<file path="config.mk">
export PLATFORM = sky130hd
export DESIGN_NAME = sigmoid_pipe
export DESIGN_NICKNAME = d
export VERILOG_FILES = /design/src/rtl/nn_act_pkg.sv /design/src/rtl/sigmoid_rom.sv /design/src/rtl/sigmoid_pipe.sv
export SDC_FILE = /design/constraint.sdc
export NUM_CORES = 1
export LEC_CHECK = 0
export CORE_ASPECT_RATIO = 0.6
export CORE_MARGIN = 4
export CORE_UTILIZATION = 50
export CTS_CLUSTER_DIAMETER = 120
export DETAILED_ROUTE_END_ITERATION = 12
export HOLD_SLACK_MARGIN = 0.1
export MAX_ROUTING_LAYER = met4
export PLACE_DENSITY = 0.87
export SLEW_MARGIN = 15
export SYNTH_ARGS = -nofsm -noshare
export SYNTH_HDL_FRONTEND = slang
export SYNTH_SLANG_ARGS = --single-unit
</file>
<file path="constraint.sdc">
create_clock -name clk -period 5.3 [get_ports clk]
set_input_delay 0.795 -clock clk [delete_from_list [all_inputs] [get_ports clk]]
set_output_delay 0.795 -clock clk [all_outputs]
set_load 0.02 [all_outputs]
</file>
<file path="src/rtl/nn_act_pkg.sv">
// Shared widths, activation encodings and Q-format constants
// for the fixed-point activation pipeline.
package nn_act_pkg;

    localparam int IN_W_DEF     = 22;
    localparam int ADDR_LSB_DEF = 5;
    localparam int ADDR_W_DEF   = 9;
    localparam int OUT_W_DEF    = 8;
    localparam int CNT_W_DEF    = 16;

    localparam logic ACT_SIGMOID = 1'b0;
    localparam logic ACT_RELU    = 1'b1;

    // din LSB weight is 2^-Q_FRAC
    localparam int Q_FRAC = 11;

    // Piecewise-linear sigmoid for x >= 0, x in Q_FRAC units,
    // result scaled by 2^out_w (may reach 2^out_w, caller clips).
    function automatic longint sig_plan(input longint xq, input int out_w);
        longint s;
        longint one;
        s   = longint'(1) << out_w;
        one = longint'(1) << Q_FRAC;
        if (xq < one)
            return s / 2 + xq * s / (4 * one);
        else if (xq < 19 * one / 8)
            return 5 * s / 8 + xq * s / (8 * one);
        else if (xq < 5 * one)
            return 27 * s / 32 + xq * s / (32 * one);
        return s;
    endfunction

endpackage

</file>
<file path="src/rtl/sigmoid_rom.sv">
// Synchronous-read sigmoid table indexed by {sign, addr}.
// Contents are generated in-line from the package curve.
module sigmoid_rom
    import nn_act_pkg::*;
#(
    parameter int    ADDR_W    = ADDR_W_DEF,
    parameter int    OUT_W     = OUT_W_DEF,
    parameter int    ADDR_LSB  = ADDR_LSB_DEF,
    parameter string INIT_FILE = ""
) (
    input  logic              clk,
    input  logic              en,
    input  logic [ADDR_W:0]   a,
    output logic [OUT_W-1:0]  q
);

    if (INIT_FILE != "") begin : g_no_file
        $error("sigmoid_rom: only the generated table is available");
    end

    // Negative half uses sigma(-x) = 1 - sigma(x); addr counts up from -2^ADDR_W.
    function automatic logic [OUT_W-1:0] entry(input logic [ADDR_W:0] idx);
        longint s;
        longint m;
        longint y;
        s = longint'(1) << OUT_W;
        m = longint'(idx[ADDR_W-1:0]);
        if (idx[ADDR_W])
            m = (longint'(1) << ADDR_W) - m;
        y = sig_plan(m << ADDR_LSB, OUT_W);
        if (idx[ADDR_W])
            y = s - y;
        if (y > s - 1)
            y = s - 1;
        if (y < 0)
            y = 0;
        return y[OUT_W-1:0];
    endfunction

    always_ff @(posedge clk) begin
        if (en)
            q <= entry(a);
    end

endmodule

</file>
<file path="src/rtl/sigmoid_pipe.sv">
// Three-stage sigmoid / saturating-ReLU activation pipeline
// with valid/ready flow control and a sticky saturation counter.
module sigmoid_pipe
    import nn_act_pkg::*;
#(
    parameter int IN_W     = IN_W_DEF,
    parameter int ADDR_LSB = ADDR_LSB_DEF,
    parameter int ADDR_W   = ADDR_W_DEF,
    parameter int OUT_W    = OUT_W_DEF,
    parameter int CNT_W    = CNT_W_DEF
) (
    input  logic              clk,
    input  logic              rst,
    input  logic              in_valid,
    output logic              in_ready,
    input  logic [IN_W-1:0]   din,
    input  logic              act_sel,
    output logic              out_valid,
    input  logic              out_ready,
    output logic [OUT_W-1:0]  dout,
    output logic [CNT_W-1:0]  sat_cnt,
    input  logic              sat_clr
);

    localparam int HI_LO = ADDR_LSB + ADDR_W;
    localparam int RL_LO = ADDR_LSB + OUT_W;

    if (HI_LO > IN_W - 2) begin : g_bad_addr
        $error("sigmoid_pipe: ADDR_LSB+ADDR_W must be <= IN_W-2");
    end
    if (RL_LO > IN_W - 1) begin : g_bad_out
        $error("sigmoid_pipe: ADDR_LSB+OUT_W must be <= IN_W-1");
    end

    logic adv;
    logic take;
    assign adv      = out_ready | ~out_valid;
    assign in_ready = adv;
    assign take     = in_valid & adv;

    logic                    sgn;
    logic [IN_W-2-HI_LO:0]   hi;
    logic [ADDR_W-1:0]       addr;
    logic                    relu;
    logic                    relu_big;
    logic                    unused_lsb;
    assign sgn        = din[IN_W-1];
    assign hi         = din[IN_W-2:HI_LO];
    assign addr       = din[HI_LO-1:ADDR_LSB];
    assign relu       = act_sel == ACT_RELU;
    assign relu_big   = |din[IN_W-2:RL_LO];
    assign unused_lsb = ^din[ADDR_LSB-1:0];

    logic             c_lut;
    logic             c_sat;
    logic [OUT_W-1:0] c_val;

    always_comb begin
        c_lut = 1'b0;
        c_sat = 1'b0;
        c_val = '0;
        unique case (1'b1)
            relu & sgn: ;
            relu & ~sgn & relu_big: begin
                c_sat = 1'b1;
                c_val = '1;
            end
            relu & ~sgn & ~relu_big:
                c_val = din[RL_LO-1:ADDR_LSB];
            ~relu & ~sgn & (|hi): begin
                c_sat = 1'b1;
                c_val = '1;
            end
            ~relu & sgn & (~(&hi) | (addr == '0)):
                c_sat = 1'b1;
            default:
                c_lut = 1'b1;
        endcase
    end

    logic             v1, lut1, sat1;
    logic [OUT_W-1:0] val1;
    logic [ADDR_W:0]  a1;
    logic             v2, lut2, sat2;
    logic [OUT_W-1:0] val2;
    logic             sat3;
    logic [OUT_W-1:0] rom_q;

    sigmoid_rom #(
        .ADDR_W   (ADDR_W),
        .OUT_W    (OUT_W),
        .ADDR_LSB (ADDR_LSB)
    ) u_rom (
        .clk (clk),
        .en  (adv),
        .a   (a1),
        .q   (rom_q)
    );

    always_ff @(posedge clk) begin
        if (rst) begin
            v1        <= 1'b0;
            v2        <= 1'b0;
            out_valid <= 1'b0;
            dout      <= '0;
        end else if (adv) begin
            v1        <= take;
            lut1      <= c_lut;
            sat1      <= c_sat;
            val1      <= c_val;
            a1        <= {sgn, addr};
            v2        <= v1;
            lut2      <= lut1;
            sat2      <= sat1;
            val2      <= val1;
            out_valid <= v2;
            if (v2) begin
                dout <= lut2 ? rom_q : val2;
                sat3 <= sat2;
            end
        end
    end

    // Counter sticks at all ones; clear wins over a same-cycle increment.
    always_ff @(posedge clk) begin
        if (rst)
            sat_cnt <= '0;
        else if (sat_clr)
            sat_cnt <= '0;
        else if (out_valid & out_ready & sat3 & ~(&sat_cnt))
            sat_cnt <= sat_cnt + 1'b1;
    end

endmodule

</file>
==> impl_metrics.ini, run 1 <==
[worst_setup_path]
r2r_start = a1[2]
worstSetupEndpointType = flip-flop
crit_fanout = 8
arrival_ns = 5.17
required_ns = 5.35
worstSetupPathType = flip-flop to flip-flop
crit_start = a1[2]
setup.worst_path.start_class = flip-flop

[logic_synthesis]
yosysWarnings = 0
syn_area_per_cell_um2 = 9.614
syn_nets = 434
synthFlopType = edfxtp_1
synth.distinct_cells = 67
ys_ff_latch = 66
async_reset_ff_share_pct = 0
synth-edff-count = 39
syn-cell-area_mm2 = 0.003836
synth_seq_area_share_pct = 44.62
netlist_instances = 399

[clock_tree]
cts_tree = yes
numCtsBuffers = 9
htree_levels = 3
cts-root-buf = clkbuf_16
holdBufCountCts = 0
clock_sinks = 66
clk_latency_ns = 0.34
cts_buffer_depth = 2
path_clk_slew_ns = 0.05

[floorplanning]
io_pins = 54
die_w_um = 121.1
dieHeight_um = 75.85
core_area_mm2 = 0.007357
start_util_pct = 52.14
dieArea_mm2 = 0.009184
rows = 24

[power]
intPower_uw = 1095
seq_power_share_pct = 39.8
p_leak_uw = 0.001874
power_density_mw_per_mm2 = 302.7
pwr-share-clk_pct = 35.1
power.switching_uw = 443.3
p_comb_share_pct = 25.1
vdd_drop_max_uv = 170.5
swShare_pct = 28.82

[sta]
layout_setup_ws_ns = 0.1792
final-setup-viol-count = 0
worst_slew_pin_slew_ns = 0.7665
slew_headroom_pct = 48.54
slew_viol_final = 0
period_minus_slack_ns = 5.121
period_share_pct = 96.62
fmax_mhz = 195.3
skew_ns = 0.007324
hold_viol_final = 0

[run]
maxCapViolations = 0

[layout]
area_growth_pct = 32.45
layout_common_cells = clkdlybuf4s50_1 (48), buf_4 (47), nor2_1 (42)
mostFrequentLayoutCell = clkdlybuf4s50_1
nNetsFinal = 519
drive_gt1_share_pct = 18.61
diodes = 0
final_util_pct = 69.06

[placement]
place_hpwl_um = 7790
portBuffers = 48
place_congestion = 1.010
dp_slack_ns = -0.02756

[detailed_routing]
wl_um = 11070
viasPerCell = 6.182
drtIter0Drc = 528
post-route-drc-count = 0
ant_nets = 0
vias = 3666
drt-pass1-iter-count = 5
routedWlPerCell_um = 18.66

[outcome]
status = finished clean

[global_route]
antenna_found_initial = 0
grt_pass1_vias = 3335
grt_use_total_pct = 24.68
grt_max_degree = 31
overflow = 0
grt_pass1_wl_um = 16820

[min_path]
min_from = val1[3]
hold_path_class = flip-flop to flip-flop
[metrics by stage]
stage	total power [µW]	instance area [µm²]	hold WS, ns	std cells	TNS (ns)
after CTS	1488	4922	0.4185	584	0
after detailed placement	936.4	4564	0.4057	558	-0.1487
after global placement	922.7	4564	0.4029	558	0
final	1538	5081	0.4196	593	0
after floorplan	824.0	3836	0.4003	399	0
after global routing	1601	5081	0.4334	593	-0.3566
[worst paths after layout]
| check | to | depth (start not counted) | slack [ns] |
|---|---|---|---|
| max | u_rom.q[1] | 20 | 0.18 |
| min | val2[3] | 0 | 0.42 |
| max reg2reg | u_rom.q[1] | 20 | 0.18 |
| min reg2reg | val2[3] | 0 | 0.42 |
[final cells by class]
type,count,area (µm²)
clock buffers,11,242.7
clock inverters,5,31.28
fillers,551,2276
inverters,14,52.55
multi-input cells,297,2068
flip-flops and latches,66,1712
well taps,104,130.1
repair buffers,96,844.6
[per-layer routing]
metal / vias to the layer above / global-route usage, % / part of all wire [%]
met5: - / - / 0
met2: 228 / 36.04 / 44
met3: 32 / 7.567 / 12
met1: 1729 / 32.98 / 42
li1: 1677 / - / -
met4: 0 / 8.040 / 2.2
[cell usage after synthesis (2+ instances only)]
cell / count / area share (%)
o211ai_1: 3 / 0.59
nor3b_1: 4 / 0.78
xnor2_1: 10 / 2.3
ha_1: 7 / 2.3
or4_1: 3 / 0.59
clkbuf_1: 13 / 1.3
and2_1: 3 / 0.49
o22ai_1: 3 / 0.49
and4_1: 3 / 0.69
or3_1: 6 / 0.98
nand4_1: 5 / 0.82
nor4_1: 4 / 0.65
buf_2: 4 / 0.52
a31oi_1: 14 / 2.3
a21oi_1: 15 / 2.0
and3_1: 5 / 0.82
nand3_1: 13 / 1.7
buf_1: 3 / 0.29
a21o_1: 11 / 2.2
nand2_1: 29 / 2.8
o21ai_0: 15 / 2.0
inv_1: 13 / 1.3
edfxtp_1: 39 / 31
nor2_1: 42 / 4.1
o211ai_2: 2 / 0.65
o31ai_1: 4 / 0.78
dfxtp_1: 27 / 14
a211oi_1: 14 / 2.7
nand2b_1: 4 / 0.65
nor3_1: 7 / 0.91
nand4b_1: 2 / 0.46
a21boi_1: 2 / 0.39
xor2_1: 16 / 3.7
mux2i_1: 11 / 2.9
o32ai_1: 2 / 0.46
o41ai_1: 3 / 0.69
o21ai_1: 2 / 0.26
o21bai_1: 2 / 0.39
nor2b_1: 2 / 0.33
a221oi_1: 2 / 0.46
buf_6: 2 / 0.59
or2_2: 3 / 0.49
[cell families after synthesis]
logic type	synth area share, %
multiplexers	2.870
XOR/XNOR	6.360
other	0.09775
buffers and inverters	4.044
AO/OA/AOI/OAI	20.52
flip-flops	44.62
adder cells (fa/ha/maj)	2.283
AND/OR/NAND/NOR	19.21
[state kept, by name (all words and copies together) (netlist names)]
name	flops
v1	1
val2	8
out_valid	1
sat2	1
a1	10
lut2	1
sat_cnt	16
v2	1
u_rom.q	8
dout	8
lut1	1
val1	8
sat3	1
sat1	1
[worst max-delay path, stage by stage, from the launching register on]
cell      delay, ns
edfxtp_1       0.40
or4_4          0.60
buf_4          0.17
o32a_1         0.40
o32ai_2        0.18
nor2_1         0.15
ha_4           0.33
o211ai_1       0.13
nor2_1         0.13
a211oi_1       0.07
o22ai_1        0.24
ha_2           0.24
inv_1          0.05
a221oi_2       0.22
nand3_2        0.17
o22ai_2        0.14
ha_1           0.26
nand4b_1       0.18
or4_4          0.45
o211ai_4       0.16
a31oi_1        0.15
[power groups by stage]
stage | Sequential [µW] | Clock [µW] | Combinational, µW
6_report | 612 | 540 | 386
5_1_grt | 616 | 566 | 419
4_1_cts | 612 | 544 | 331
3_5_place_dp | 622 | 0 | 314
3_3_place_gp | 619 | 0 | 303
2_1_floorplan | 619 | 0 | 205
[what timing repair did]
action / 4_1_cts / 5_1_grt
setup endpoints to repair: 8 / 8
buffers inserted: 10 / 9
gates resized for setup: 2 / 16
pin swaps: 1 / 12
No activity file was read; power rests on OpenSTA's default activity.
==> run 2, diff against run 1 <==
--- a/config.mk
+++ b/config.mk
@@ -7,12 +7,12 @@
 export LEC_CHECK = 0
 export CORE_ASPECT_RATIO = 0.6
 export CORE_MARGIN = 4
-export CORE_UTILIZATION = 50
+export CORE_UTILIZATION = 59
 export CTS_CLUSTER_DIAMETER = 120
 export DETAILED_ROUTE_END_ITERATION = 12
 export HOLD_SLACK_MARGIN = 0.1
 export MAX_ROUTING_LAYER = met4
-export PLACE_DENSITY = 0.87
+export PLACE_DENSITY = 0.95
 export SLEW_MARGIN = 15
 export SYNTH_ARGS = -nofsm -noshare
 export SYNTH_HDL_FRONTEND = slang
==> constraint.sdc (replaced) <==
create_clock -name clk -period 6.5 [get_ports clk]
set_input_delay 0.975 -clock clk [delete_from_list [all_inputs] [get_ports clk]]
set_output_delay 0.975 -clock clk [all_outputs]
set_load 0.02 [all_outputs]
==> impl_metrics.ini, run 2 (synthesis results as in run 1) <==
[power]
p_comb_share_pct = 22.0
swShare_pct = 29.32
pwr-share-clk_pct = 31.4
power.switching_uw = 318.1
intPower_uw = 766.6
power_density_mw_per_mm2 = 238.2
vdd_drop_max_uv = 122.7
p_leak_uw = 0.001613
seq_power_share_pct = 46.6

[sta]
fmax_mhz = 162.7
worst_slew_pin_slew_ns = 0.8388
grt_setup_unrepaired = no
hold_viol_final = 0
tns_ns = 0
slew_viol_final = 0
period_share_pct = 94.58
final-setup-viol-count = 0
slew_headroom_pct = 43.91
period_minus_slack_ns = 6.148
skew_ns = 0.007924

[detailed_routing]
vias = 3523
met1_length_um = 4461
top_layer_used = met4
routedWlPerCell_um = 19.80
wl_um = 10470
wl_met3_um = 1141
drt-pass1-iter-count = 5
ant_nets = 0
wl_met2_um = 4632
drtIter0Drc = 483
post-route-drc-count = 0
viasPerCell = 6.660

[floorplanning]
core_area_mm2 = 0.006221
start_util_pct = 61.67
rows = 22
dieHeight_um = 70.46
io_pins = 54
dieArea_mm2 = 0.007899
die_w_um = 112.1

[worst_setup_path]
crit_buf_inv = 2
crit_fanout = 12
arrival_ns = 6.20
crit_path_frequent_cell = ha_1
crit_slowest_cell = or4_1
setup.worst_path.start_class = flip-flop
worstSetupPathType = flip-flop to flip-flop
path_delay_family = compound AO/OA/AOI/OAI gates
worstSetupEndpointType = flip-flop
required_ns = 6.55
path_cells = inv_1 -> ha_1 -> o21ai_0 -> o32a_1 -> o32ai_1 -> nor2_1 -> ha_1 -> nor3_1 -> a21oi_1 -> o2bb2ai_1 -> ha_1 -> inv_1 -> a221oi_1 -> nand3_1 -> o22ai_1 -> ha_1 -> nand4b_1 -> or4_1 -> o211ai_2 -> a31oi_1
cpPeakStageDelay_ns = 0.55

[clock_tree]
numCtsBuffers = 9
cts-root-buf = clkbuf_8
post_cts_buffers = 0
path_clk_slew_ns = 0.07
cts_buffer_depth = 2
holdBufCountCts = 0
htree_levels = 3
cts_tree = yes
post_cts_resized = 0
clock_sinks = 66
clk_latency_ns = 0.34

[placement]
place_hpwl_um = 7420
place_congestion = 0.9246
portBuffers = 48
place_inst = 513

[layout]
area_growth_pct = 18.69
layoutNonFillerInstCount = 529
drive_gt1_share_pct = 8.090
top_register = sat_cnt
mostFrequentLayoutCell = clkdlybuf4s50_1
layout_common_cells = clkdlybuf4s50_1 (48), nor2_1 (42), edfxtp_1 (39)
diodes = 0
nFillCells = 430
reg_top3 = sat_cnt: 16 flops, a1: 10 flops
nNetsFinal = 475
largest_reg_flops = 16

[global_route]
grt_max_degree = 31
overflow = 0
grt_pass1_wl_um = 16530
grt_use_total_pct = 27.01
antenna_found_initial = 0
grt_pass1_vias = 3255

[outcome]
status = finished clean

[run]
maxCapViolations = 0

[min_path]
hold_path_class = flip-flop to flip-flop
run 2: cell count changes in the layout (fill, tap and decap cells not counted), sizes merged:
| cell | previous run | this run |
|---|---|---|
| clkbuf | 11 | 12 |
| buf | 48 | 4 |
| clkinv | 5 | 3 |
| bufinv | 0 | 1 |
run 2: cell type report:
class                   instances  area, µm²  share of cell area (%)
flip-flops and latches         66       1712                   37.59
well taps                      84      105.1                   2.308
clock inverters                 4      51.30                   1.127
clock buffers                  12      145.1                   3.188
multi-input cells             297       1977                   43.42
repair buffers                 52      510.5                   11.21
inverters                      14      52.55                   1.154
run 2: per-stage QoR:
step	power, µW	hold slack, ns	cell area, µm²	setup WS [ns]	utilization, %
floorplan	671.9	0.4003	3836	1.339	-
global placement	726.6	0.4039	4352	0.8197	69.95
detailed placement	741.3	0.4045	4352	0.6084	69.95
CTS	1078	0.4211	4548	0.5684	73.11
global route	1125	0.4271	4553	0.03524	73.19
finish	1085	0.4202	4553	0.3522	73.19
run 2: worst paths after layout:
| path | end | start | slack [ns] | depth (start not counted) |
|---|---|---|---|---|
| max | u_rom.q[0] | a1[0] | 0.35 | 20 |
| min | lut2 | lut1 | 0.42 | 0 |
| max reg2reg | u_rom.q[0] | a1[0] | 0.35 | 20 |
| min reg2reg | lut2 | lut1 | 0.42 | 0 |
run 2: layer usage:
metal | up-vias | global-route usage [%]
li1 | 1583 | -
met1 | 1673 | 36.44
met2 | 236 | 39.60
met3 | 31 | 7.446
met4 | 0 | 8.800
met5 | - | -
run 2: power by group through the flow:
stage | sequential, µW | combinational, µW | clock [µW]
finish | 506 | 238 | 341
global route | 509 | 255 | 361
CTS | 505 | 230 | 343
detailed placement | 514 | 228 | 0
global placement | 512 | 215 | 0
floorplan | 505 | 167 | 0
==> edit 1: new RTL, settings of run 2 <==
Change the package constant `OUT_W_DEF` from 8 to 6.
--- a/src/rtl/nn_act_pkg.sv
+++ b/src/rtl/nn_act_pkg.sv
@@ -7,3 +7,3 @@
     localparam int ADDR_W_DEF   = 9;
-    localparam int OUT_W_DEF    = 8;
+    localparam int OUT_W_DEF    = 6;
     localparam int CNT_W_DEF    = 16;
Interface: changed (resized dout); port bits go from 54 to 52. The function was not compared with the original's and may differ.
==> edit 1 against run 2 <==
Core utilization is 1.9 points higher. Total power is 17% lower. Setup slack better by 370 ps. Sequential cell count is 8 lower. Largest power group unchanged. Area after synthesis down 14%. Synthesized cell count fell by 17%. Clock skew fell by 0.87 ps. Final cell count fell by 17%. Wire length shrank 24%. Final area is 14% lower. Via count is 22% lower.
==> edit 1: results (changes against run 2) <==
worst reg2reg startpoint=a1[3]$_DFFE_PP_; routed wl met2=3690 um (-20%); GPL Wtd Cong=0.882 (-4.6%); M1 WL=3390 um (-24%); Post-Place Cells=423 (-18%); fin nets=402 (-15%); dpl ws=850 ps (+242 ps); Area after DPL=3740 sq um (-14%); P_seq=0.435 mW (-14%); drt via density=6.25 (-6.1%); Setup Skew=7.06 ps (-0.866 ps); cells on worst reg2reg path=23 (+15%); Synth area leaders=edfxtp_1 (30%), dfxtp_1 (15%), xor2_1 (4.3%), nor2_1 (4.2%), mux2i_1 (3.0%); Mapped Nets=365 (-16%); Slowest-stage cell, CP=ha_1; Tot GR Track Use=0.240 (-0.0300); final hold slack=420 ps (-0.411 ps); M2 GR Usage=0.387 (-0.00938); met3 WL post-DR=716 um (-37%); largest fanout on the critical path=11 (-1); Comb power=0.175 mW (-26%); worst vdd ir=0.128 mV (+4.4%); M3 GR Usage=0.0693 (-0.00519); routing usage on met1=0.302 (-0.0626); Setup crit end=u_rom.q[1]$_SDFFCE_PP0N_; global-route wire length before repair=12600 um (-24%); Worst Tran Pin Value=731 ps (-108 ps); WL/cell=18.1 um (-8.6%); layout cells sized above 1=0.105 (+0.0237); hold path start=val1[2]$_DFFE_PP_; Psw=0.259 mW (-18%); pin count of the biggest net entering global routing=34 (+9.7%); period utilization=0.888 (-0.0576); CP delay by family, top=simple AND/OR/NAND/NOR gates; Port Buffers=46 (-4.2%); Netlist cell types=70 (+4.5%); WHS Endpoint=val2[2]$_DFFE_PP_; Post-synth EDFFs=33 (-15%); post-synthesis sequential area ratio=0.454 (+0.00808); cell-internal power=0.643 mW (-16%); run status=finished, final reports clean; commonest cells in the netlist=nor2_1 (37), edfxtp_1 (33), dfxtp_1 (25); vias in the first global route=2609 (-20%)
-- edit 1: layout make-up --
cell class,instances,area [sq um]
multi-input cells,244,1680
flip-flops and latches,58,1490
fillers,319,1300
repair buffers,47,468
clock buffers,10,138
well taps,66,82.6
clock inverters,6,42.5
inverters,8,30.0
-- edit 1: kinds of logic (layout without fill, tap and decap cells) --
group	after synthesis	after routing	synth area share
xor+xnor	27	27	0.0720
compound gates	78	78	0.186
other cells	1	1	0.00114
fa+ha+maj	7	7	0.0259
flops	58	58	0.454
mux	10	10	0.0305
simple gates	121	121	0.193
buf+inv	29	71	0.0373
-- edit 1: worst register-to-register path: cells and delay by family (launching register included) --
family,cells,cell delay [ps]
DFF,1,470
and+or+nand+nor,10,2190
adders and majority gates,4,1190
AOI/OAI and AO/OA,8,1510
xor gates and xnor gates,1,140
==> edit 2: new RTL, config.mk and constraints of run 2 <==
Made on the original files. Put one more register stage on the output `sat_cnt`, cleared by the reset. The value now appears one clock later. The other outputs are not delayed to match.
--- a/src/rtl/sigmoid_pipe.sv
+++ b/src/rtl/sigmoid_pipe.sv
@@ -26,2 +26,4 @@
     localparam int RL_LO = ADDR_LSB + OUT_W;
+
+    logic [CNT_W-1:0] sat_cnt_s0;
 
@@ -126,7 +128,15 @@
         if (rst)
+            sat_cnt_s0 <= '0;
+        else if (sat_clr)
+            sat_cnt_s0 <= '0;
+        else if (out_valid & out_ready & sat3 & ~(&sat_cnt_s0))
+            sat_cnt_s0 <= sat_cnt_s0 + 1'b1;
+    end
+
+    always_ff @(posedge clk) begin
+        if (rst) begin
             sat_cnt <= '0;
-        else if (sat_clr)
-            sat_cnt <= '0;
-        else if (out_valid & out_ready & sat3 & ~(&sat_cnt))
-            sat_cnt <= sat_cnt + 1'b1;
+        end else begin
+            sat_cnt <= sat_cnt_s0;
+        end
     end
Check against the original RTL: not settled (the Yosys comparison gave no result); the edit may change what the design does.
==> edit 2 against run 2 <==
Setup slack gained 51 ps. Final area grew 11%. Core utilization up 0.80 points. Sequential cell count is 16 higher. Area after synthesis rose by 11%. Clock power increased by 46%. Wire length grew 0.22%. Largest cell class unchanged. Combinational power is 19% higher. First-iteration DRC count decreased by 0.41%. Global-route usage shrank 1.7 points. Total power grew 28%. Highest routed layer unchanged.
==> edit 2: results (changes against run 2) <==
Post-Synth XOR/XNOR Area=0.0494 (-0.0142); top flop regs=sat_cnt: 16 flops, sat_cnt_s0: 16 flops, a1: 10 flops; DRT Wirelength=10500 um (+0.22%); Slew HR=0.272 (-0.167); worst vdd ir=0.153 mV (+25%); met3 WL post-DR=1080 um (-5.6%); First-pass DRT Iterations=6 (+1); drt first-iter violations=481 (-0.41%); GPL Wtd Cong=1.04 (+12%); Psw=0.420 mW (+32%); WHS Endpoint=val2[1]$_DFFE_PP_; Crit path largest cell delay=630 ps (+80 ps); routed wl met2=4760 um (+2.7%); Netlist cell types=71 (+6.0%); largest fanout on the critical path=14 (+2); Power Density=273 nW/um^2 (+15%); Fill cells=453 (+5.3%); commonest cells in the netlist=nor2_1 (49), dfxtp_1 (43), edfxtp_1 (39); run status=finished, final reports clean; layout cells sized above 1=0.0942 (+0.0133); M2 GR Usage=0.392 (-0.00418); cells on worst reg2reg path=21 (+5.0%); final hold slack=427 ps (+6.79 ps); Slowest-stage cell, CP=or4b_1; vias in the first global route=3349 (+2.9%); Tot GR Track Use=0.254 (-0.0166); fin nets=497 (+4.6%); dpl hpwl=7300 um (-1.6%); Clk power=0.497 mW (+46%); Mapped Nets=458 (+5.5%); dpl ws=470 ps (-138 ps); Worst Setup SP=a1[6]$_DFFE_PP_; Synth Area per Inst=10.1 sq um (+4.7%); synthesized area=4260 sq um (+11%); Synth-to-Final Area Change=19.0%; Compound-Gate Fraction of Synth Area=0.192 (-0.0130); multiplexer share of the synthesized area=0.0326 (+0.00391); WL/cell=18.9 um (-4.3%); Setup Skew=7.99 ps (+0.0613 ps); CTS Root Cell=clkbuf_16; global-route wire length before repair=16800 um (+1.9%)
==> edit 2: cell types whose count changed after synthesis, moves of 7 or more <==
cell	run 2	this run
nor2_1	42	49
nand2_1	29	21
dfxtp_1	27	43
nor2b_1	2	22
inv_1	13	5
a21oi_1	15	23
a31oi_1	14	3
==> edit 2: final cells by class <==
class                      instances  share of cell area
multi-input combinational        309               0.413
sequential                        82               0.401
timing repair buffer              51              0.0993
clock buffer                       9              0.0444
tap                               87              0.0215
clock inverter                     7              0.0141
inverter                           9             0.00667
==> edit 2: cells by family after synthesis <==
| group | count (synthesis) |
|---|---|
| xor gates and xnor gates | 24 |
| other | 1 |
| adders and majority gates | 7 |
| buffers and inverters | 32 |
| DFF | 82 |
| and+or+nand+nor | 158 |
| AOI/OAI and AO/OA | 106 |
| muxes | 13 |
==> edit 2: repair_timing <==
action | in CTS | in global routing
gates resized for setup | 0 | 1
endpoints found under the setup margin | 0 | 2
hold buffers | 0 | 0
